$ cat config.mk
export PLATFORM = sky130hd
export DESIGN_NAME = ch_shot_sequencer_flat
export DESIGN_NICKNAME = d
export VERILOG_FILES = /design/src/rtl/ch_shot_sequencer_pkg.sv /design/src/rtl/ch_shot_sequencer_if.sv /design/src/rtl/ch_shot_sequencer_sync2.sv /design/src/rtl/ch_shot_sequencer.sv /design/src/flat_wrapper.sv
export SDC_FILE = /design/constraint.sdc
export NUM_CORES = 1
export LEC_CHECK = 0
export CAP_MARGIN = 20
export CORE_MARGIN = 2
export CORE_UTILIZATION = 44
export CTS_CLUSTER_SIZE = 25
export DETAILED_ROUTE_END_ITERATION = 6
export PLACE_DENSITY = 0.67
export SYNTH_ARGS = -nofsm -noshare
export SYNTH_HDL_FRONTEND = slang
export SYNTH_HIERARCHICAL = 1
export SYNTH_SLANG_ARGS = --single-unit
export TNS_END_PERCENT = 5
$ cat constraint.sdc
create_clock -name i_clk -period 3.4 [get_ports i_clk]
set_clock_uncertainty 0.05 [all_clocks]
set_input_delay 0.34 -clock i_clk [delete_from_list [all_inputs] [get_ports i_clk]]
set_output_delay 0.34 -clock i_clk [all_outputs]
set_load 0.05 [all_outputs]
$ cat src/rtl/ch_shot_sequencer_pkg.sv
// Shared types and defaults for the GVIZI shot sequencer.
package gvizi_seq_pkg;

  typedef enum logic [2:0] {
    IDLE      = 3'd0,
    ARM       = 3'd1,
    CHARGE    = 3'd2,
    RUN       = 3'd3,
    DISCHARGE = 3'd4,
    DONE      = 3'd5
  } seq_state_e;

  localparam int unsigned CHG_CYC_DEF = 8;
  localparam int unsigned HD_CYC_DEF  = 16;
  localparam int unsigned N_CH_MIN    = 2;
  localparam int unsigned N_CH_MAX    = 8;

  function automatic int unsigned max_u(input int unsigned a, input int unsigned b);
    if (a > b) begin
      return a;
    end else begin
      return b;
    end
  endfunction

endpackage

$ cat src/rtl/ch_shot_sequencer_if.sv
// Host configuration bus for the delay table of the shot sequencer.
interface ch_shot_sequencer_if #(
  parameter int unsigned N_CH = 4,
  parameter int unsigned DW   = 16
);
  localparam int unsigned AW = $clog2(N_CH);

  logic          cfg_we;
  logic [AW-1:0] cfg_addr;
  logic [DW-1:0] cfg_data;

  modport master (output cfg_we, output cfg_addr, output cfg_data);
  modport slave  (input  cfg_we, input  cfg_addr, input  cfg_data);
endinterface

$ cat src/rtl/ch_shot_sequencer_sync2.sv
// Single-bit two-flop synchronizer for the asynchronous counter fire outputs.
module sync2 (
  input  logic i_clk,
  input  logic i_rst_n,
  input  logic i_d,
  output logic o_q
);
  logic meta_q, meta_d;
  logic sync_q, sync_d;

  // next values of the two synchronizer stages
  always_comb begin
    meta_d = i_d;
    sync_d = meta_q;
  end

  // synchronizer stages with synchronous reset
  always_ff @(posedge i_clk) begin
    if (!i_rst_n) begin
      meta_q <= 1'b0;
      sync_q <= 1'b0;
    end else begin
      meta_q <= meta_d;
      sync_q <= sync_d;
    end
  end

  assign o_q = sync_q;
endmodule

$ cat src/rtl/ch_shot_sequencer.sv
// Per-shot sequencer for the GVIZI delay-channel bank: latches the host delay
// table on trigger and steps through charge, run, discharge and done phases.
module ch_shot_sequencer
  import gvizi_seq_pkg::*;
#(
  parameter int unsigned N_CH    = 4,
  parameter int unsigned DW      = 16,
  parameter int unsigned CHG_CYC = CHG_CYC_DEF,
  parameter int unsigned HD_CYC  = HD_CYC_DEF,
  parameter int unsigned TMO_W   = 20
) (
  input  logic                 i_clk,
  input  logic                 i_rst_n,
  ch_shot_sequencer_if.slave   cfg,
  input  logic [N_CH-1:0]      i_ch_en_mask,
  input  logic                 i_mod,
  input  logic                 i_trig,
  input  logic [N_CH-1:0]      i_ch_out,
  output logic [N_CH*DW-1:0]   o_ch_data,
  output logic [N_CH-1:0]      o_ch_enable,
  output logic                 o_mod,
  output logic                 o_first_charge,
  output logic                 o_start,
  output logic                 o_high_del,
  output logic                 o_busy,
  output logic                 o_done,
  output logic                 o_timeout,
  output logic [N_CH-1:0]      o_ch_fired,
  output logic                 o_trig_missed
);
  localparam int unsigned       AW       = $clog2(N_CH);
  localparam int unsigned       PH_W     = $clog2(max_u(CHG_CYC, HD_CYC)) + 1;
  localparam logic [PH_W-1:0]   CHG_LOAD = PH_W'(CHG_CYC - 1);
  localparam logic [PH_W-1:0]   HD_LOAD  = PH_W'(HD_CYC - 1);
  localparam logic [PH_W-1:0]   PH_ONE   = PH_W'(1);
  localparam logic [TMO_W-1:0]  TMO_MAX  = {TMO_W{1'b1}};
  localparam logic [TMO_W-1:0]  TMO_ONE  = {{(TMO_W-1){1'b0}}, 1'b1};

  seq_state_e          state_q, state_d;
  logic [PH_W-1:0]     phase_q, phase_d;
  logic [TMO_W-1:0]    tmo_q, tmo_d, tmo_inc_s;
  logic                trig_q, trig_d, trig_edge_s;
  logic                start_req_q, start_req_d;
  logic                missed_q, missed_d;
  logic [N_CH-1:0]     ch_sync_s, ch_prev_q, ch_prev_d, ch_rise_s;
  logic [DW-1:0]       table_q [N_CH];
  logic [DW-1:0]       table_d [N_CH];
  logic [N_CH*DW-1:0]  ch_data_q, ch_data_d;
  logic [N_CH-1:0]     ch_en_q, ch_en_d;
  logic                mod_q, mod_d;
  logic [N_CH-1:0]     fired_q, fired_d;
  logic                timeout_q, timeout_d;
  logic                first_charge_q, first_charge_d;
  logic                start_q, start_d;
  logic                high_del_q, high_del_d;
  logic                busy_q, busy_d;
  logic                done_q, done_d;

  for (genvar g = 0; g < N_CH; g++) begin : g_sync
    sync2 u_sync (
      .i_clk   (i_clk),
      .i_rst_n (i_rst_n),
      .i_d     (i_ch_out[g]),
      .o_q     (ch_sync_s[g])
    );
  end

  // trigger edge detection and synchronized fire edge detection
  always_comb begin
    trig_d      = i_trig;
    trig_edge_s = i_trig & ~trig_q;
    ch_prev_d   = ch_sync_s;
    ch_rise_s   = ch_sync_s & ~ch_prev_q;
    if (trig_edge_s && (state_q == IDLE) && (|i_ch_en_mask)) begin
      start_req_d = 1'b1;
    end else begin
      start_req_d = 1'b0;
    end
    if (trig_edge_s && (state_q != IDLE)) begin
      missed_d = 1'b1;
    end else begin
      missed_d = 1'b0;
    end
  end

  // host delay table; addresses with no matching channel fall through unwritten
  always_comb begin
    for (int k = 0; k < N_CH; k++) begin
      if (cfg.cfg_we && (cfg.cfg_addr == AW'(k))) begin
        table_d[k] = cfg.cfg_data;
      end else begin
        table_d[k] = table_q[k];
      end
    end
  end

  // shot FSM: next state, phase/timeout counters and latched shot context
  always_comb begin
    state_d   = state_q;
    phase_d   = phase_q;
    tmo_d     = tmo_q;
    ch_data_d = ch_data_q;
    ch_en_d   = ch_en_q;
    mod_d     = mod_q;
    fired_d   = fired_q;
    timeout_d = timeout_q;
    if (tmo_q != TMO_MAX) begin
      tmo_inc_s = tmo_q + TMO_ONE;
    end else begin
      tmo_inc_s = tmo_q;
    end

    case (state_q)
      IDLE: begin
        if (start_req_q) begin
          state_d   = ARM;
          ch_en_d   = i_ch_en_mask;
          mod_d     = i_mod;
          fired_d   = '0;
          timeout_d = 1'b0;
          for (int k = 0; k < N_CH; k++) begin
            ch_data_d[k*DW +: DW] = table_q[k];
          end
        end else begin
          state_d = IDLE;
        end
      end
      ARM: begin
        state_d = CHARGE;
        phase_d = CHG_LOAD;
      end
      CHARGE: begin
        if (phase_q == '0) begin
          state_d = RUN;
          tmo_d   = '0;
        end else begin
          phase_d = phase_q - PH_ONE;
        end
      end
      RUN: begin
        // fires landing on the timeout cycle are still recorded
        fired_d = fired_q | ch_rise_s;
        tmo_d   = tmo_inc_s;
        if ((fired_q & ch_en_q) == ch_en_q) begin
          state_d = DISCHARGE;
          phase_d = HD_LOAD;
        end else if (tmo_inc_s == TMO_MAX) begin
          state_d   = DISCHARGE;
          phase_d   = HD_LOAD;
          timeout_d = 1'b1;
        end else begin
          state_d = RUN;
        end
      end
      DISCHARGE: begin
        if (phase_q == '0) begin
          state_d = DONE;
        end else begin
          phase_d = phase_q - PH_ONE;
        end
      end
      DONE: begin
        state_d = IDLE;
      end
      default: begin
        state_d = IDLE;
      end
    endcase
  end

  // phase strobes are registered from the next state so they align with it
  always_comb begin
    first_charge_d = (state_d == CHARGE);
    start_d        = (state_d == RUN);
    high_del_d     = (state_d == DISCHARGE);
    busy_d         = (state_d != IDLE);
    done_d         = (state_d == DONE);
  end

  // all state and output registers
  always_ff @(posedge i_clk) begin
    if (!i_rst_n) begin
      state_q        <= IDLE;
      phase_q        <= '0;
      tmo_q          <= '0;
      trig_q         <= 1'b0;
      start_req_q    <= 1'b0;
      missed_q       <= 1'b0;
      ch_prev_q      <= '0;
      ch_data_q      <= '0;
      ch_en_q        <= '0;
      mod_q          <= 1'b0;
      fired_q        <= '0;
      timeout_q      <= 1'b0;
      first_charge_q <= 1'b0;
      start_q        <= 1'b0;
      high_del_q     <= 1'b0;
      busy_q         <= 1'b0;
      done_q         <= 1'b0;
      for (int k = 0; k < N_CH; k++) begin
        table_q[k] <= '0;
      end
    end else begin
      state_q        <= state_d;
      phase_q        <= phase_d;
      tmo_q          <= tmo_d;
      trig_q         <= trig_d;
      start_req_q    <= start_req_d;
      missed_q       <= missed_d;
      ch_prev_q      <= ch_prev_d;
      ch_data_q      <= ch_data_d;
      ch_en_q        <= ch_en_d;
      mod_q          <= mod_d;
      fired_q        <= fired_d;
      timeout_q      <= timeout_d;
      first_charge_q <= first_charge_d;
      start_q        <= start_d;
      high_del_q     <= high_del_d;
      busy_q         <= busy_d;
      done_q         <= done_d;
      for (int k = 0; k < N_CH; k++) begin
        table_q[k] <= table_d[k];
      end
    end
  end

  assign o_ch_data      = ch_data_q;
  assign o_ch_enable    = ch_en_q;
  assign o_mod          = mod_q;
  assign o_first_charge = first_charge_q;
  assign o_start        = start_q;
  assign o_high_del     = high_del_q;
  assign o_busy         = busy_q;
  assign o_done         = done_q;
  assign o_timeout      = timeout_q;
  assign o_ch_fired     = fired_q;
  assign o_trig_missed  = missed_q;
endmodule

$ cat src/flat_wrapper.sv
// flat-port wrapper written by rule: the top's interface ports become plain ports
module ch_shot_sequencer_flat import gvizi_seq_pkg::*;
#(
  parameter int unsigned N_CH    = 4,
  parameter int unsigned DW      = 16,
  parameter int unsigned CHG_CYC = CHG_CYC_DEF,
  parameter int unsigned HD_CYC  = HD_CYC_DEF,
  parameter int unsigned TMO_W   = 20
)
  (i_clk, i_rst_n, i_ch_en_mask, i_mod, i_trig, i_ch_out, o_ch_data, o_ch_enable, o_mod, o_first_charge, o_start, o_high_del, o_busy, o_done, o_timeout, o_ch_fired, o_trig_missed, cfg_cfg_we, cfg_cfg_addr, cfg_cfg_data);
  ch_shot_sequencer_if #(.N_CH(N_CH), .DW(DW)) cfg_i ();
  input  logic i_clk;
  input  logic i_rst_n;
  input  logic [N_CH-1:0] i_ch_en_mask;
  input  logic i_mod;
  input  logic i_trig;
  input  logic [N_CH-1:0] i_ch_out;
  output logic [N_CH*DW-1:0] o_ch_data;
  output logic [N_CH-1:0] o_ch_enable;
  output logic o_mod;
  output logic o_first_charge;
  output logic o_start;
  output logic o_high_del;
  output logic o_busy;
  output logic o_done;
  output logic o_timeout;
  output logic [N_CH-1:0] o_ch_fired;
  output logic o_trig_missed;
  input wire logic [$bits(cfg_i.cfg_we)-1:0] cfg_cfg_we;
  input wire logic [$bits(cfg_i.cfg_addr)-1:0] cfg_cfg_addr;
  input wire logic [$bits(cfg_i.cfg_data)-1:0] cfg_cfg_data;
  assign cfg_i.cfg_we = cfg_cfg_we;
  assign cfg_i.cfg_addr = cfg_cfg_addr;
  assign cfg_i.cfg_data = cfg_cfg_data;
  ch_shot_sequencer #(.N_CH(N_CH), .DW(DW), .CHG_CYC(CHG_CYC), .HD_CYC(HD_CYC), .TMO_W(TMO_W)) u_core (.i_clk(i_clk), .i_rst_n(i_rst_n), .cfg(cfg_i), .i_ch_en_mask(i_ch_en_mask), .i_mod(i_mod), .i_trig(i_trig), .i_ch_out(i_ch_out), .o_ch_data(o_ch_data), .o_ch_enable(o_ch_enable), .o_mod(o_mod), .o_first_charge(o_first_charge), .o_start(o_start), .o_high_del(o_high_del), .o_busy(o_busy), .o_done(o_done), .o_timeout(o_timeout), .o_ch_fired(o_ch_fired), .o_trig_missed(o_trig_missed));
endmodule
==> report_table.html, run 1 <==
<table>
<tr><th>Metric</th><th>Value</th></tr>
<tr><th colspan="2">Status</th></tr>
<tr><td>Run status</td><td>finished, final reports clean</td></tr>
<tr><th colspan="2">Floorplanning</th></tr>
<tr><td>Height of the die</td><td>133 µm</td></tr>
<tr><td>Number of rows in the core area</td><td>46</td></tr>
<tr><td>Placeable core area</td><td>0.0160 mm²</td></tr>
<tr><td>Count of boundary I/O pins</td><td>111</td></tr>
<tr><td>DIE AREA</td><td>0.0176 mm²</td></tr>
<tr><td>Chip width</td><td>133 µm</td></tr>
<tr><td>Starting utilization of the core area</td><td>0.454</td></tr>
<tr><th colspan="2">GRT</th></tr>
<tr><td>Global-route total usage across every layer</td><td>0.218</td></tr>
<tr><td>Number of global-route vias before repair</td><td>6072</td></tr>
<tr><td>Number of antenna violations at the first check in global routing</td><td>0</td></tr>
<tr><td>Met1 GRT Util</td><td>0.297</td></tr>
<tr><td>GRT busiest layer</td><td>met2</td></tr>
<tr><td>Met3 Track Usage GR</td><td>0.0548</td></tr>
<tr><td>Overflow after GRT</td><td>0</td></tr>
<tr><td>Met2 Use GR</td><td>0.337</td></tr>
<tr><td>First-pass GRT wire length</td><td>31100 µm</td></tr>
<tr><td>Maximum number of pins on one net before global-route repair</td><td>70</td></tr>
<tr><th colspan="2">STA</th></tr>
<tr><td>Unrepaired setup endpoints after global routing</td><td>false</td></tr>
<tr><td>Setup violation total in the final timing report</td><td>0</td></tr>
<tr><td>Worst slew slack as a fraction of its limit</td><td>0.443</td></tr>
<tr><td>Total negative setup slack</td><td>0 ns</td></tr>
<tr><td>Slew at the pin closest to its max-slew limit</td><td>0.833 ns</td></tr>
<tr><td>Highest clock frequency the design can meet</td><td>327 MHz</td></tr>
<tr><td>Number of hold violations in the final report</td><td>0</td></tr>
<tr><td>Final Slew Violations</td><td>0</td></tr>
<tr><td>Worst setup margin</td><td>0.339 ns</td></tr>
<tr><td>Final critical-path share of the clock period</td><td>0.900</td></tr>
<tr><td>Final worst path period need</td><td>3.06 ns</td></tr>
<tr><th colspan="2">Pwr</th></tr>
<tr><td>Clock power share</td><td>0.426</td></tr>
<tr><td>Internal Power</td><td>3520 µW</td></tr>
<tr><td>Power per unit of standard cell area</td><td>513 mW/mm²</td></tr>
<tr><td>Switching pwr</td><td>1170 µW</td></tr>
<tr><td>Worst supply voltage drop on vdd</td><td>0.353 mV</td></tr>
<tr><td>Static Leakage</td><td>0.00302 µW</td></tr>
<tr><td>Share of total power consumed by net switching</td><td>0.249</td></tr>
<tr><td>Final total power</td><td>4680 µW</td></tr>
<tr><td>Combinational Power Share</td><td>0.088</td></tr>
<tr><td>Power share of the sequential group</td><td>0.485</td></tr>
<tr><th colspan="2">Clock tree</th></tr>
<tr><td>Post-CTS Setup Bufs</td><td>0</td></tr>
<tr><td>Hold buffers post-CTS</td><td>0</td></tr>
<tr><td>Cell at the root of the clock tree</td><td>sky130_fd_sc_hd__clkbuf_16</td></tr>
<tr><td>Bufs on Longest Clock Path</td><td>2</td></tr>
<tr><td>Clock tree from TritonCTS</td><td>done</td></tr>
<tr><td>Level count of the clock H-tree</td><td>4</td></tr>
<tr><td>Source-to-sink clock delay at the later pin of the worst-skew pair</td><td>0.43 ns</td></tr>
<tr><td>Count of instances resized after the clock tree is built</td><td>0</td></tr>
<tr><td>Inserted Clock Buffers</td><td>17</td></tr>
<tr><td>Clock-pin slew on the worst setup and hold paths</td><td>0.07 ns</td></tr>
<tr><td>Number of sinks handled by clock tree synthesis</td><td>186</td></tr>
<tr><th colspan="2">Setup path</th></tr>
<tr><td>Required time of the critical path</td><td>3.72 ns</td></tr>
<tr><td>Kind of capture point of the worst setup path</td><td>flop</td></tr>
<tr><td>Critical path data arrival time</td><td>3.38 ns</td></tr>
<tr><td>CP Cell Sequence</td><td>ha_1, nand3_2, or4_1, nor2_1, o2111a_1, nand4_4, a311oi_2, o311a_1</td></tr>
<tr><td>Launching element type of the critical path</td><td>flop</td></tr>
<tr><td>Type of the worst setup path</td><td>reg2reg</td></tr>
<tr><td>Critical path buffer and inverter count</td><td>0</td></tr>
<tr><td>Largest stage delay on the critical path</td><td>0.65 ns</td></tr>
<tr><td>FF-to-FF Start</td><td>u_core/tmo_q[1]$_SDFFE_PN0P_</td></tr>
<tr><td>Endpoint of the worst register-to-register path</td><td>u_core/phase_q[2]$_SDFFE_PN0P_</td></tr>
<tr><td>Critical-path maximum fanout</td><td>8</td></tr>
<tr><td>Count of cells along the worst register-to-register path</td><td>8</td></tr>
<tr><td>Worst R2R Setup Slack</td><td>0.34 ns</td></tr>
<tr><td>Dominant delay contributor by cell family on the critical path</td><td>simple AND/OR/NAND/NOR gates</td></tr>
<tr><td>Worst-path cell with the longest stage delay</td><td>sky130_fd_sc_hd__or4_1</td></tr>
<tr><th colspan="2">Synth</th></tr>
<tr><td>Post-synthesis cell area</td><td>0.00727 mm²</td></tr>
<tr><td>Net Count, Synth</td><td>954</td></tr>
<tr><td>Average size of a mapped cell</td><td>7.89 µm²</td></tr>
<tr><td>Post-Syn Instances</td><td>921</td></tr>
<tr><td>Top FF cell, synth</td><td>sky130_fd_sc_hd__dfxtp_1</td></tr>
<tr><td>Count of flip-flops with a built-in enable after synthesis</td><td>0</td></tr>
<tr><td>Number of unique standard cell types used by synthesis</td><td>61</td></tr>
<tr><td>Sequential cell area fraction in the yosys report</td><td>0.512</td></tr>
<tr><td>Number of synthesized register bits</td><td>186</td></tr>
<tr><td>Fraction of synthesis flops using an asynchronous set or reset pin</td><td>0</td></tr>
<tr><td>Number of warning messages in the yosys log</td><td>6</td></tr>
<tr><th colspan="2">Placed design</th></tr>
<tr><td>Last weighted congestion value of the routability-driven placer</td><td>0.891</td></tr>
<tr><td>Place WS</td><td>0.381 ns</td></tr>
<tr><td>Post-detailed-placement half-perimeter wirelength</td><td>12500 µm</td></tr>
<tr><td>Port Buffer Count</td><td>110</td></tr>
<tr><td>Instance count after placement with tap cells included</td><td>1201</td></tr>
<tr><th colspan="2">Layout</th></tr>
<tr><td>Fill cell count</td><td>1511</td></tr>
<tr><td>Area taken by multi-input logic gates</td><td>0.00324 mm²</td></tr>
<tr><td>Final cell count without fillers</td><td>1233</td></tr>
<tr><td>Final cell utilization of the core</td><td>0.571</td></tr>
<tr><td>Most frequent cells in the layout</td><td>sky130_fd_sc_hd__nand2_1, sky130_fd_sc_hd__dfxtp_1, sky130_fd_sc_hd__a21oi_1</td></tr>
<tr><td>Most common library cell in the layout ignoring fill and taps</td><td>sky130_fd_sc_hd__nand2_1</td></tr>
<tr><td>Layout cells sized above 1</td><td>0.0600</td></tr>
<tr><td>Final #Nets</td><td>1037</td></tr>
<tr><td>Storage element area</td><td>0.00372 mm²</td></tr>
<tr><td>Count of inserted antenna diode cells</td><td>0</td></tr>
<tr><td>Synth-to-layout area growth</td><td>25.6%</td></tr>
<tr><th colspan="2">Route</th></tr>
<tr><td>First-pass detailed-route iteration total</td><td>5</td></tr>
<tr><td>Average via count per standard cell</td><td>5.37</td></tr>
<tr><td>Aggregate routed wire length</td><td>19000 µm</td></tr>
<tr><td>Violation count after the first detailed-route iteration</td><td>567</td></tr>
<tr><td>DRC violations left</td><td>0</td></tr>
<tr><td>Average routed wire per standard cell</td><td>15.4 µm</td></tr>
<tr><td>Vias after detailed routing</td><td>6616</td></tr>
<tr><td>Count of nets left with antenna violations after detail routing</td><td>0</td></tr>
<tr><th colspan="2">Job</th></tr>
<tr><td>Maximum capacitance violations</td><td>0</td></tr>
<tr><th colspan="2">Min path</th></tr>
<tr><td>Hold path startpoint</td><td>u_core/g_sync[2].u_sync/meta_q$_SDFF_PN0_</td></tr>
<tr><td>Min-Delay Path Depth</td><td>1</td></tr>
<tr><td>Worst Hold Class</td><td>reg2reg</td></tr>
<tr><td>Worst hold path endpoint</td><td>u_core/g_sync[2].u_sync/o_q$_SDFF_PN0_</td></tr>
</table>
-- synth_stat cells, types with 4 or more instances --
cell | n | area share
sky130_fd_sc_hd__o31ai_1 | 6 | 0.0062
sky130_fd_sc_hd__dfxtp_1 | 186 | 0.51
sky130_fd_sc_hd__nand4_1 | 9 | 0.0077
sky130_fd_sc_hd__a21oi_1 | 153 | 0.11
sky130_fd_sc_hd__a311oi_1 | 6 | 0.0072
sky130_fd_sc_hd__nor3_1 | 14 | 0.0096
sky130_fd_sc_hd__clkbuf_1 | 54 | 0.028
sky130_fd_sc_hd__a22oi_1 | 5 | 0.0052
sky130_fd_sc_hd__or4_1 | 4 | 0.0041
sky130_fd_sc_hd__a31oi_1 | 6 | 0.0052
sky130_fd_sc_hd__inv_1 | 15 | 0.0077
sky130_fd_sc_hd__buf_2 | 4 | 0.0028
sky130_fd_sc_hd__nand3b_1 | 5 | 0.0052
sky130_fd_sc_hd__nor4_1 | 6 | 0.0052
sky130_fd_sc_hd__nand2_1 | 299 | 0.15
sky130_fd_sc_hd__nand3_1 | 12 | 0.0083
sky130_fd_sc_hd__and2_1 | 17 | 0.015
sky130_fd_sc_hd__o21ai_0 | 25 | 0.017
sky130_fd_sc_hd__nor2_1 | 32 | 0.017
-- routing by layer --
| layer | up-vias | share of wire |
|---|---|---|
| met5 | - | 0 |
| li1 | 3280 | - |
| met1 | 3100 | 0.46 |
| met2 | 212 | 0.46 |
| met4 | 0 | 0.017 |
| met3 | 24 | 0.066 |
-- logic make-up (layout without fill, tap and decap cells) --
group                    Yosys count  after routing  synth area share
adder cells (fa/ha/maj)            2              2           0.00344
AND/OR/NAND/NOR                  423            423             0.255
buffers and inverters             78            174            0.0425
multiplexers                       3              3           0.00413
flip-flops                       186            186             0.512
AO/OA/AOI/OAI                    226            226             0.179
XOR/XNOR                           3              3           0.00362
-- power by group through the flow --
| stage | Combinational [µW] | Sequential [µW] | Clock, µW |
|---|---|---|---|
| floorplan | 214 | 2360 | 0 |
| global placement | 412 | 2320 | 0 |
| detailed placement | 414 | 2320 | 0 |
| CTS | 416 | 2270 | 2040 |
| global route | 453 | 2280 | 2140 |
| finish | 414 | 2270 | 2000 |
-- final cells by class --
cell class                 count  area share
timing repair buffer         127       0.136
clock buffer                  23      0.0513
tap                          216      0.0296
multi-input combinational    657       0.355
inverter                      15     0.00644
sequential                   186       0.408
clock inverter                 9      0.0138
-- worst max-delay path by stage --
stage / from / endpoint / cells past startpoint
after global placement: u_core/tmo_q[1]$_SDFFE_PN0P_ / u_core/phase_q[2]$_SDFFE_PN0P_ / 8
after floorplan: u_core/tmo_q[1]$_SDFFE_PN0P_ / u_core/phase_q[2]$_SDFFE_PN0P_ / 8
after global routing: u_core/tmo_q[1]$_SDFFE_PN0P_ / u_core/phase_q[2]$_SDFFE_PN0P_ / 8
final: u_core/tmo_q[1]$_SDFFE_PN0P_ / u_core/phase_q[2]$_SDFFE_PN0P_ / 8
after CTS: u_core/tmo_q[1]$_SDFFE_PN0P_ / u_core/phase_q[2]$_SDFFE_PN0P_ / 8
after detailed placement: u_core/tmo_q[1]$_SDFFE_PN0P_ / u_core/phase_q[2]$_SDFFE_PN0P_ / 8
-- sequential cells by signal (all words and copies together), names as in the netlist --
register / flops
u_core/table_q: 64
u_core/g_sync.u_sync/meta_q: 4
u_core/tmo_q: 20
u_core/phase_q: 5
u_core/trig_q: 1
u_core/ch_prev_q: 4
u_core/o_ch_enable: 4
u_core/o_ch_fired: 4
u_core/g_sync.u_sync/o_q: 4
u_core/o_ch_data: 64
u_core/o_start: 1
u_core/o_timeout: 1
u_core/o_first_charge: 1
u_core/o_high_del: 1
u_core/o_trig_missed: 1
u_core/start_req_q: 1
u_core/o_done: 1
u_core/o_mod: 1
u_core/o_busy: 1
u_core/state_q: 3
-- worst reg2reg max path: cells and delay by family, from the launching register on --
kind                       cells  cell delay (ns)
DFF                            1             0.46
adders and majority gates      1             0.33
and+or+nand+nor                4             1.27
AOI/OAI and AO/OA              3             0.90
-- through the flow --
stage / area [µm²] / hold slack [ns]
2_1_floorplan: 7270 / 0.362
3_3_place_gp: 8530 / 0.364
3_5_place_dp: 8530 / 0.370
4_1_cts: 9130 / 0.389
5_1_grt: 9130 / 0.398
6_report: 9130 / 0.383
Power figures use the tool's default switching activity.
==> run 2, diff against run 1 <==
--- a/config.mk
+++ b/config.mk
@@ -5,12 +5,12 @@
 export SDC_FILE = /design/constraint.sdc
 export NUM_CORES = 1
 export LEC_CHECK = 0
+export ABC_AREA = 0
 export CAP_MARGIN = 20
 export CORE_MARGIN = 2
-export CORE_UTILIZATION = 44
+export CORE_UTILIZATION = 40
 export CTS_CLUSTER_SIZE = 25
 export DETAILED_ROUTE_END_ITERATION = 6
-export PLACE_DENSITY = 0.67
 export SYNTH_ARGS = -nofsm -noshare
 export SYNTH_HDL_FRONTEND = slang
 export SYNTH_HIERARCHICAL = 1
==> run 2 against run 1 <==
Compared with the run above:
- global-route usage fell by 1.8 points
- die area grew 9.7%
- via count decreased by 0.73%
- non-clock buffer count up 2
- first-iteration DRC count decreased by 0.88%
- clock-buffer cell count is 2 lower
- utilization down 5.8 points
- register-to-register slack got worse by 0.12 ns
- flip-flop and latch count did not move
- maximum frequency decreased by 3.6%
- worst setup slack got worse by 0.12 ns
- combinational power grew 5.3%
- critical endpoint unchanged
- largest cell class unchanged
- largest power group unchanged
==> report_table.html, run 2 (synthesis gave the netlist of run 1 again) <==
<table>
<tr><th>Metric</th><th>Value</th></tr>
<tr><th colspan="2">Min path</th></tr>
<tr><td>Min-Delay Path Depth</td><td>1 (unchanged)</td></tr>
<tr><td>Worst Hold Class</td><td>reg2reg (unchanged)</td></tr>
<tr><th colspan="2">Setup path</th></tr>
<tr><td>Critical-path maximum fanout</td><td>10 (was 8)</td></tr>
<tr><td>Count of cells along the worst register-to-register path</td><td>8 (unchanged)</td></tr>
<tr><td>Depth of the critical timing path with buffers and inverters included</td><td>8 (unchanged)</td></tr>
<tr><td>Worst-path cell with the longest stage delay</td><td>sky130_fd_sc_hd__or4_1 (unchanged)</td></tr>
<tr><td>Type of the worst setup path</td><td>reg2reg (unchanged)</td></tr>
<tr><td>Required time of the critical path</td><td>3.71 ns (was 3.72 ns)</td></tr>
<tr><td>Critical path data arrival time</td><td>3.49 ns (was 3.38 ns)</td></tr>
<tr><td>CP Cell Sequence</td><td>ha_1, nand3_2, or4_1, nor2_1, o2111a_1, nand4_4, a311oi_2, o311a_1 (unchanged)</td></tr>
<tr><td>Critical path buffer and inverter count</td><td>0 (unchanged)</td></tr>
<tr><td>Largest stage delay on the critical path</td><td>0.64 ns (was 0.65 ns)</td></tr>
<tr><td>Launching element type of the critical path</td><td>flop (unchanged)</td></tr>
<tr><td>Dominant delay contributor by cell family on the critical path</td><td>simple AND/OR/NAND/NOR gates (unchanged)</td></tr>
<tr><td>Kind of capture point of the worst setup path</td><td>flop (unchanged)</td></tr>
<tr><th colspan="2">Clock tree</th></tr>
<tr><td>Clock-pin slew on the worst setup and hold paths</td><td>0.07 ns (about the same)</td></tr>
<tr><td>Cell at the root of the clock tree</td><td>sky130_fd_sc_hd__clkbuf_16 (unchanged)</td></tr>
<tr><td>Bufs on Longest Clock Path</td><td>2 (unchanged)</td></tr>
<tr><td>Source-to-sink clock delay at the later pin of the worst-skew pair</td><td>0.43 ns (about the same)</td></tr>
<tr><td>Clock tree from TritonCTS</td><td>done (unchanged)</td></tr>
<tr><td>Inserted Clock Buffers</td><td>17 (unchanged)</td></tr>
<tr><td>Number of sinks handled by clock tree synthesis</td><td>186 (unchanged)</td></tr>
<tr><td>Hold buffers post-CTS</td><td>0 (unchanged)</td></tr>
<tr><td>Level count of the clock H-tree</td><td>4 (unchanged)</td></tr>
<tr><th colspan="2">Route</th></tr>
<tr><td>Vias after detailed routing</td><td>6568 (was 6616)</td></tr>
<tr><td>Average routed wire per standard cell</td><td>15.7 µm (was 15.4 µm)</td></tr>
<tr><td>Met2 routed WL</td><td>9030 µm (was 8750 µm)</td></tr>
<tr><td>Met1 layer wirelength in the final routing</td><td>9340 µm (was 8690 µm)</td></tr>
<tr><td>Count of nets left with antenna violations after detail routing</td><td>0 (unchanged)</td></tr>
<tr><td>Aggregate routed wire length</td><td>19600 µm (was 19000 µm)</td></tr>
<tr><td>Uppermost metal layer occupied by signal nets</td><td>met4 (unchanged)</td></tr>
<tr><td>First-pass detailed-route iteration total</td><td>5 (unchanged)</td></tr>
<tr><td>Average via count per standard cell</td><td>5.26 (was 5.37)</td></tr>
<tr><td>Routed length on met3</td><td>1050 µm (was 1250 µm)</td></tr>
<tr><td>DRC violations left</td><td>0 (unchanged)</td></tr>
<tr><td>Violation count after the first detailed-route iteration</td><td>562 (was 567)</td></tr>
<tr><th colspan="2">Floorplanning</th></tr>
<tr><td>Height of the die</td><td>139 µm (was 133 µm)</td></tr>
<tr><td>Number of rows in the core area</td><td>49 (was 46)</td></tr>
<tr><td>DIE AREA</td><td>0.0193 mm² (was 0.0176 mm²)</td></tr>
<tr><td>Placeable core area</td><td>0.0179 mm² (was 0.0160 mm²)</td></tr>
<tr><td>Chip width</td><td>139 µm (was 133 µm)</td></tr>
<tr><td>Count of boundary I/O pins</td><td>111 (unchanged)</td></tr>
<tr><td>Starting utilization of the core area</td><td>0.406 (was 0.454)</td></tr>
<tr><th colspan="2">STA</th></tr>
<tr><td>Worst slew slack as a fraction of its limit</td><td>0.504 (was 0.443)</td></tr>
<tr><td>Final Slew Violations</td><td>0 (unchanged)</td></tr>
<tr><td>Final critical-path share of the clock period</td><td>0.934 (was 0.900)</td></tr>
<tr><td>Number of hold violations in the final report</td><td>0 (unchanged)</td></tr>
<tr><td>Unrepaired setup endpoints after global routing</td><td>false (unchanged)</td></tr>
<tr><td>Highest clock frequency the design can meet</td><td>315 MHz (was 327 MHz)</td></tr>
<tr><td>Total negative setup slack</td><td>0 ns (unchanged)</td></tr>
<tr><td>Slew at the pin closest to its max-slew limit</td><td>0.745 ns (was 0.833 ns)</td></tr>
<tr><td>Setup violation total in the final timing report</td><td>0 (unchanged)</td></tr>
<tr><td>Worst hold slack</td><td>0.375 ns (was 0.383 ns)</td></tr>
<tr><td>Final worst path period need</td><td>3.18 ns (was 3.06 ns)</td></tr>
<tr><th colspan="2">GRT</th></tr>
<tr><td>Overflow after GRT</td><td>0 (unchanged)</td></tr>
<tr><td>Number of antenna violations at the first check in global routing</td><td>0 (unchanged)</td></tr>
<tr><td>Global-route total usage across every layer</td><td>0.200 (was 0.218)</td></tr>
<tr><td>Maximum number of pins on one net before global-route repair</td><td>59 (was 70)</td></tr>
<tr><td>Number of global-route vias before repair</td><td>6028 (was 6072)</td></tr>
<tr><td>First-pass GRT wire length</td><td>31400 µm (was 31100 µm)</td></tr>
<tr><th colspan="2">Placed design</th></tr>
<tr><td>Post-detailed-placement half-perimeter wirelength</td><td>13000 µm (was 12500 µm)</td></tr>
<tr><td>Last weighted congestion value of the routability-driven placer</td><td>0.857 (was 0.891)</td></tr>
<tr><td>Port Buffer Count</td><td>110 (unchanged)</td></tr>
<tr><td>Instance count after placement with tap cells included</td><td>1216 (was 1201)</td></tr>
<tr><td>Area after DPL</td><td>0.00858 mm² (was 0.00853 mm²)</td></tr>
<tr><th colspan="2">Pwr</th></tr>
<tr><td>Share of total power consumed by net switching</td><td>0.259 (was 0.249)</td></tr>
<tr><td>Power per unit of standard cell area</td><td>511 mW/mm² (was 513 mW/mm²)</td></tr>
<tr><td>Final total power</td><td>4700 µW (was 4680 µW)</td></tr>
<tr><td>Combinational Power Share</td><td>0.093 (was 0.088)</td></tr>
<tr><td>Clock power share</td><td>0.424 (was 0.426)</td></tr>
<tr><td>Switching pwr</td><td>1220 µW (was 1170 µW)</td></tr>
<tr><td>Static Leakage</td><td>0.00304 µW (was 0.00302 µW)</td></tr>
<tr><td>Internal Power</td><td>3480 µW (was 3520 µW)</td></tr>
<tr><td>Worst supply voltage drop on vdd</td><td>0.434 mV (was 0.353 mV)</td></tr>
<tr><td>Power share of the sequential group</td><td>0.483 (was 0.485)</td></tr>
<tr><th colspan="2">Layout</th></tr>
<tr><td>Count of inserted antenna diode cells</td><td>0 (unchanged)</td></tr>
<tr><td>Final #Nets</td><td>1039 (was 1037)</td></tr>
<tr><td>Synth-to-layout area growth</td><td>26.3% (was 25.6%)</td></tr>
<tr><td>Most common library cell in the layout ignoring fill and taps</td><td>sky130_fd_sc_hd__nand2_1 (unchanged)</td></tr>
<tr><td>Most frequent cells in the layout</td><td>sky130_fd_sc_hd__nand2_1, sky130_fd_sc_hd__dfxtp_1, sky130_fd_sc_hd__a21oi_1 (unchanged)</td></tr>
<tr><td>Post-Layout Inst Area</td><td>0.00918 mm² (was 0.00913 mm²)</td></tr>
<tr><td>Layout cells sized above 1</td><td>0.0658 (was 0.0600)</td></tr>
<tr><td>Final cell count without fillers</td><td>1248 (was 1233)</td></tr>
<tr><td>Storage element area</td><td>0.00372 mm² (unchanged)</td></tr>
<tr><td>Area taken by multi-input logic gates</td><td>0.00325 mm² (was 0.00324 mm²)</td></tr>
<tr><td>Fill cell count</td><td>1746 (was 1511)</td></tr>
<tr><th colspan="2">Job</th></tr>
<tr><td>Maximum capacitance violations</td><td>0 (unchanged)</td></tr>
<tr><th colspan="2">Status</th></tr>
<tr><td>Run status</td><td>finished, final reports clean (unchanged)</td></tr>
</table>
[run 2: timing repair]
| item | 4_1_cts | 5_1_grt |
|---|---|---|
| resized for setup | 0 | 1 |
| buffers inserted | 0 | 0 |
| setup endpoints to repair | 0 | 1 |
[run 2: metrics by stage]
step / utilization / worst slack, ns
after floorplan: - / 0.686
after global placement: 0.479 / 0.337
after detailed placement: 0.479 / 0.307
after CTS: 0.513 / 0.283
after global routing: 0.513 / 0.0281
final: 0.513 / 0.223
[run 2: path summary, 6_finish.rpt]
| check | startpoint | endpoint | slack [ns] |
|---|---|---|---|
| setup / recovery | u_core/tmo_q[0]$_SDFFE_PN0P_ | u_core/phase_q[2]$_SDFFE_PN0P_ | 0.22 |
| hold / removal | u_core/g_sync[2].u_sync/meta_q$_SDFF_PN0_ | u_core/g_sync[2].u_sync/o_q$_SDFF_PN0_ | 0.38 |
| setup reg to reg | u_core/tmo_q[0]$_SDFFE_PN0P_ | u_core/phase_q[2]$_SDFFE_PN0P_ | 0.22 |
| hold reg to reg | u_core/g_sync[2].u_sync/meta_q$_SDFF_PN0_ | u_core/g_sync[2].u_sync/o_q$_SDFF_PN0_ | 0.38 |
[run 2: cell type report]
| type | count | share of cell area |
|---|---|---|
| clock buffers | 21 | 0.0512 |
| clock inverters | 11 | 0.0140 |
| inverters | 15 | 0.00640 |
| multi-input cells | 657 | 0.354 |
| flip-flops and latches | 186 | 0.405 |
| well taps | 229 | 0.0312 |
| repair buffers | 129 | 0.138 |
[run 2: per-layer routing]
| layer | up-vias | GRT usage |
|---|---|---|
| met5 | - | 0 |
| met4 | 0 | 0.0478 |
| met3 | 16 | 0.0456 |
| met2 | 171 | 0.316 |
| met1 | 3089 | 0.279 |
| li1 | 3292 | - |
[run 2: power by group through the flow]
stage	registers (µW)	clock network [µW]	logic, µW
after floorplan	2360	0	214
after global placement	2320	0	433
after detailed placement	2320	0	435
after CTS	2270	2030	438
after global routing	2280	2130	473
final	2270	1990	436
[run 2: worst register-to-register path: stages (launching register included)]
cell	delay, ns
sky130_fd_sc_hd__dfxtp_1	0.53
sky130_fd_sc_hd__ha_1	0.36
sky130_fd_sc_hd__nand3_2	0.22
sky130_fd_sc_hd__or4_1	0.64
sky130_fd_sc_hd__nor2_1	0.27
sky130_fd_sc_hd__o2111a_1	0.28
sky130_fd_sc_hd__nand4_4	0.16
sky130_fd_sc_hd__a311oi_2	0.41
sky130_fd_sc_hd__o311a_1	0.20
==> patch 1, RTL diff (settings of run 1) <==
Put one more register stage on the output `o_ch_fired`, without a reset. The value now appears one clock later. The other outputs are not delayed to match.
--- a/src/rtl/ch_shot_sequencer.sv
+++ b/src/rtl/ch_shot_sequencer.sv
@@ -234,5 +234,7 @@
   assign o_done         = done_q;
   assign o_timeout      = timeout_q;
-  assign o_ch_fired     = fired_q;
+  always_ff @(posedge i_clk) begin
+    o_ch_fired <= fired_q;
+  end
   assign o_trig_missed  = missed_q;
 endmodule
Behaviour: no difference found for any inputs over 4 cycles, from zero or initial values and one cycle with i_rst_n low; that may be too few to reach the edited logic, so the function may still have changed.
==> patch 1 against run 1 <==
Sequential share of layout area increased by 1.3 points. Synthesized area decreased by 0.71%. Combinational power increased by 16%. Setup slack improved by 0.44 ns. Die area decreased by 0.69%. Global-route usage decreased by 0.68 points. Power increased by 1.4%. Sequential power increased by 3%. Design area decreased by 0.90%. Via count decreased by 4.7%. Wire length decreased by 2.3%. Sequential cell count increased by 4. Critical endpoint is now u_core/phase_q[4].
==> patch 1: results (changes against run 1) <==
Max-slew headroom = 47.5% (+3.3 points)
R2R Setup Slk = 0.78 ns (+0.44 ns)
inverter count = 16 (+1)
worst hold endpoint = u_core/o_ch_fired[3]
net switching power figure = 1.31 mW (+12%)
Synth cell types = 62 (+1.6%)
Multi-input gate area = 3130 sq um (-3.5%)
CTS Sinks = 190 (+2.2%)
Max FO, Critical Path = 12 (+4)
DR WL met3 = 902 um (-28%)
Slowest-stage cell, CP = dfxtp_1
Layout clock buffers = 18 (-22%)
share of post-route cells with drive strength above 1 = 6.01% (+0.0080 points)
Syn Nets = 940 (-1.5%)
GRT Total Usage = 21.1% (-0.68 points)
gpl congestion = 0.853 (-4.2%)
complex-gate fraction of the synthesized area = 17.9% (+0.040 points)
detailed placement HPWL = 11,900 um (-5.1%)
Clk pwr share = 40.8% (-1.8 points)
Lkg Pwr = 2.98 nW (-1.3%)
global-route wire length before repair = 29,700 um (-4.6%)
M1 WL = 9080 um (+4.5%)
GR Util met1 = 30.8% (+1.2 points)
WL met2 = 8410 um (-3.9%)
Worst Hold Path Cells = 0 (-1)
Synth Area in Adders = 0.347% (+0.0024 points)
Commonest cells post-synth = 293 x nand2_1, 190 x dfxtp_1, 162 x a21oi_1, 54 x clkbuf_1, 31 x nor2_1
outcome = finished clean
vias in the first global route = 5,638 (-7.1%)
xor/xnor share of the synthesized area = 0.849% (+0.49 points)
VDD IR max = 0.366 mV (+3.5%)
hold path start = u_core/fired_q[3]
Max stage delay on crit path = 0.43 ns (-0.22 ns)
post-DR wirelength/cell = 15.3 um (-0.87%)
# nets final = 1,019 (-1.7%)
DRT iter0 DRCs = 639 (+13%)
Required @ worst endpoint = 3.68 ns (-0.04 ns)
fraction of area in registers = 42.0% (+1.3 points)
met2 usage in global routing = 31.3% (-2.4 points)
==> patch 1: changes by cell type after synthesis, sizes merged, moves of 4 or more <==
cell / delta
a21oi: +9
a22oi: -4
a311oi: -4
dfxtp: +4
nand2: -6
nand4: -8
o21ai: +5
o31ai: -4
==> patch 1: stage by stage <==
| step | instances | hold slack [ns] | setup WS (ns) | cell area (sq um) | total power, mW |
|---|---|---|---|---|---|
| 6_report | 1215 | 0.299 | 0.783 | 9050 | 4.75 |
| 5_1_grt | 1215 | 0.317 | 0.528 | 9050 | 4.94 |
| 4_1_cts | 1215 | 0.306 | 0.799 | 9050 | 4.79 |
| 3_5_place_dp | 1183 | 0.289 | 0.807 | 8470 | 2.86 |
| 3_3_place_gp | 1183 | 0.287 | 0.835 | 8470 | 2.86 |
| 2_1_floorplan | 907 | 0.281 | 1.17 | 7220 | 2.69 |
==> patch 1: cell families after synthesis <==
logic type | after synthesis
simple gates | 403
xor+xnor | 7
fa+ha+maj | 2
compound gates | 229
flops | 190
buf+inv | 76
==> patch 2, RTL diff (config.mk and constraints of run 1) <==
Without the edit above. `TMO_W` is set to 20 in 2 places; all go to 24.
--- a/src/rtl/ch_shot_sequencer.sv
+++ b/src/rtl/ch_shot_sequencer.sv
@@ -8,5 +8,5 @@
   parameter int unsigned CHG_CYC = CHG_CYC_DEF,
   parameter int unsigned HD_CYC  = HD_CYC_DEF,
-  parameter int unsigned TMO_W   = 20
+  parameter int unsigned TMO_W   = 24
 ) (
   input  logic                 i_clk,
--- a/src/flat_wrapper.sv
+++ b/src/flat_wrapper.sv
@@ -6,5 +6,5 @@
   parameter int unsigned CHG_CYC = CHG_CYC_DEF,
   parameter int unsigned HD_CYC  = HD_CYC_DEF,
-  parameter int unsigned TMO_W   = 20
+  parameter int unsigned TMO_W   = 24
 )
   (i_clk, i_rst_n, i_ch_en_mask, i_mod, i_trig, i_ch_out, o_ch_data, o_ch_enable, o_mod, o_first_charge, o_start, o_high_del, o_busy, o_done, o_timeout, o_ch_fired, o_trig_missed, cfg_cfg_we, cfg_cfg_addr, cfg_cfg_data);
Check against the original RTL: same outputs for any inputs over 4 cycles, from zero or initial values and one cycle with i_rst_n low; that may be too few to reach the edited logic, so the function may still have changed.
==> patch 2 against run 1 <==
Sequential share of layout area increased by 0.060 points. Power increased by 4.4%. Combinational power increased by 26%. Sequential power increased by 3%. Design area increased by 2.0%. Fmax increased by 15%. Setup slack improved by 0.40 ns. Synthesized area increased by 3.0%. Wire length increased by 2.3%. Cell count increased by 2.2%. Global-route usage decreased by 0.17 points. Sequential cell count increased by 4. Count of clock-buffer cells in the layout decreased by 1. Critical endpoint unchanged.
==> patch 2: results (changes against run 1) <==
outcome = finished clean
Clock H-tree levels = 4 (unchanged)
via/cell ratio = 5.34 (-0.56%)
post-DR wirelength/cell = 15.4 um (+0.13%)
global-route wire length before repair = 30,800 um (-0.98%)
pin count of the biggest net entering global routing = 85 (+21%)
Resized cells post-CTS = 0 (unchanged)
Syn Nets = 985 (+3.2%)
Post-CTS Repair Setup Buffers = 0 (unchanged)
vias in the first global route = 6,117 (+0.74%)
IO Port Bufs = 110 (unchanged)
fin worst setup slack = 0.739 ns (+0.400 ns)
initial antenna violation count = 0 (unchanged)
Slowest-stage cell, CP = dfxtp_1
Num CTS Buffers = 17 (unchanged)
largest cells by area after synthesis = dfxtp_1 51%, nand2_1 15%, a21oi_1 11%, clkbuf_1 2.8%, nor2_1 1.9%
detailed placement HPWL = 12,500 um (about the same)
DP Area = 8710 sq um (+2.1%)
share of post-route cells with drive strength above 1 = 5.87% (-0.13 points)
Max stage delay on crit path = 0.45 ns (-0.20 ns)
drt first pass iters = 7 (+2)
Commonest cells post-synth = 297 x nand2_1, 190 x dfxtp_1, 163 x a21oi_1, 56 x clkbuf_1, 38 x nor2_1
Hold Crit Class = flip-flop to flip-flop
Max-slew headroom = 31.6% (-13 points)
async set-or-reset flop fraction in the synthesized netlist = 0% (unchanged)
gpl congestion = 0.879 (-1.4%)
Inserted Diodes = 0 (unchanged)
sw frac = 25.9% (+1.0 points)
Post-synth top flop = dfxtp_1
clock-pin slew of the registers on the worst-case setup and hold paths = 0.07 ns (about the same)
Place WS = 0.799 ns (+0.418 ns)
critical path's top delay family = simple AND/OR/NAND/NOR gates
GRT Total Usage = 21.6% (-0.17 points)
DRT iter0 DRCs = 558 (-1.6%)
VDD IR max = 0.356 mV (+0.84%)
Worst-Skew Late Latency = 0.43 ns (about the same)
Clock Tree Root = clkbuf_16
critical path arrival = 2.96 ns (-0.42 ns)
Lkg Pwr = 3.06 nW (+1.4%)
Synth cell types = 63 (+3.3%)
CTS max path bufs = 2 (unchanged)
# nets final = 1,061 (+2.3%)
Yosys warning total = 6 (unchanged)
register area share after synthesis = 50.8% (-0.40 points)
Max FO, Critical Path = 10 (+2)
-- patch 2: cell types whose count changed after synthesis, moves of 4 or more --
cell / change
a21oi_1: +10
a31oi_1: +5
and3_1: +4
dfxtp_1: +4
nor2_1: +6
nor3_1: +8
o31ai_1: -6
or4_1: -4
xnor2_1: +4
-- patch 2: path summary, 6_finish.rpt --
| kind | startpoint | endpoint | slack [ns] | cells past startpoint |
|---|---|---|---|---|
| worst max-delay path | u_core/tmo_q[0] | u_core/phase_q[2] | 0.74 | 8 |
| worst min-delay path | u_core/g_sync[3].u_sync/meta_q | u_core/g_sync[3].u_sync/o_q | 0.39 | 1 |
| worst max register to register | u_core/tmo_q[0] | u_core/phase_q[2] | 0.74 | 8 |
| worst min register to register | u_core/g_sync[3].u_sync/meta_q | u_core/g_sync[3].u_sync/o_q | 0.39 | 1 |
-- patch 2: cell type report --
class	instances	area, sq um
fillers	1576	7270
flip-flops and latches	190	3800
multi-input cells	682	3360
repair buffers	122	1220
clock buffers	22	474
well taps	220	275
clock inverters	9	125
inverters	15	58.8
-- patch 2: power groups by stage --
stage | clock network, mW | registers, mW | logic [mW]
detailed placement | 0 | 2.39 | 0.523
global placement | 0 | 2.39 | 0.519
global route | 2.17 | 2.35 | 0.573
finish | 2.03 | 2.34 | 0.523
CTS | 2.07 | 2.34 | 0.526
floorplan | 0 | 2.43 | 0.296
-- patch 2: kinds of logic (layout without fill, tap and decap cells) --
logic type                 after synthesis  in the layout  share of synthesized area [%]
adders and majority gates                2              2                          0.334
buffers and inverters                   80            168                           4.36
and+or+nand+nor                        434            434                           25.3
AOI/OAI and AO/OA                      239            239                           18.4
DFF                                    190            190                           50.8
xor gates and xnor gates                 7              7                          0.819
-- patch 2: metrics by stage --
stage	hold slack [ns]	cells
2_1_floorplan	0.362	952
3_3_place_gp	0.366	1229
3_5_place_dp	0.373	1229
4_1_cts	0.390	1260
5_1_grt	0.395	1260
6_report	0.388	1260
-- patch 2: layer usage --
layer  GRT usage, %  share of wire (%)
met1           28.1                 46
met2           34.7                 47
met3           5.22                4.7
met4           8.42                2.3
met5              0                  0
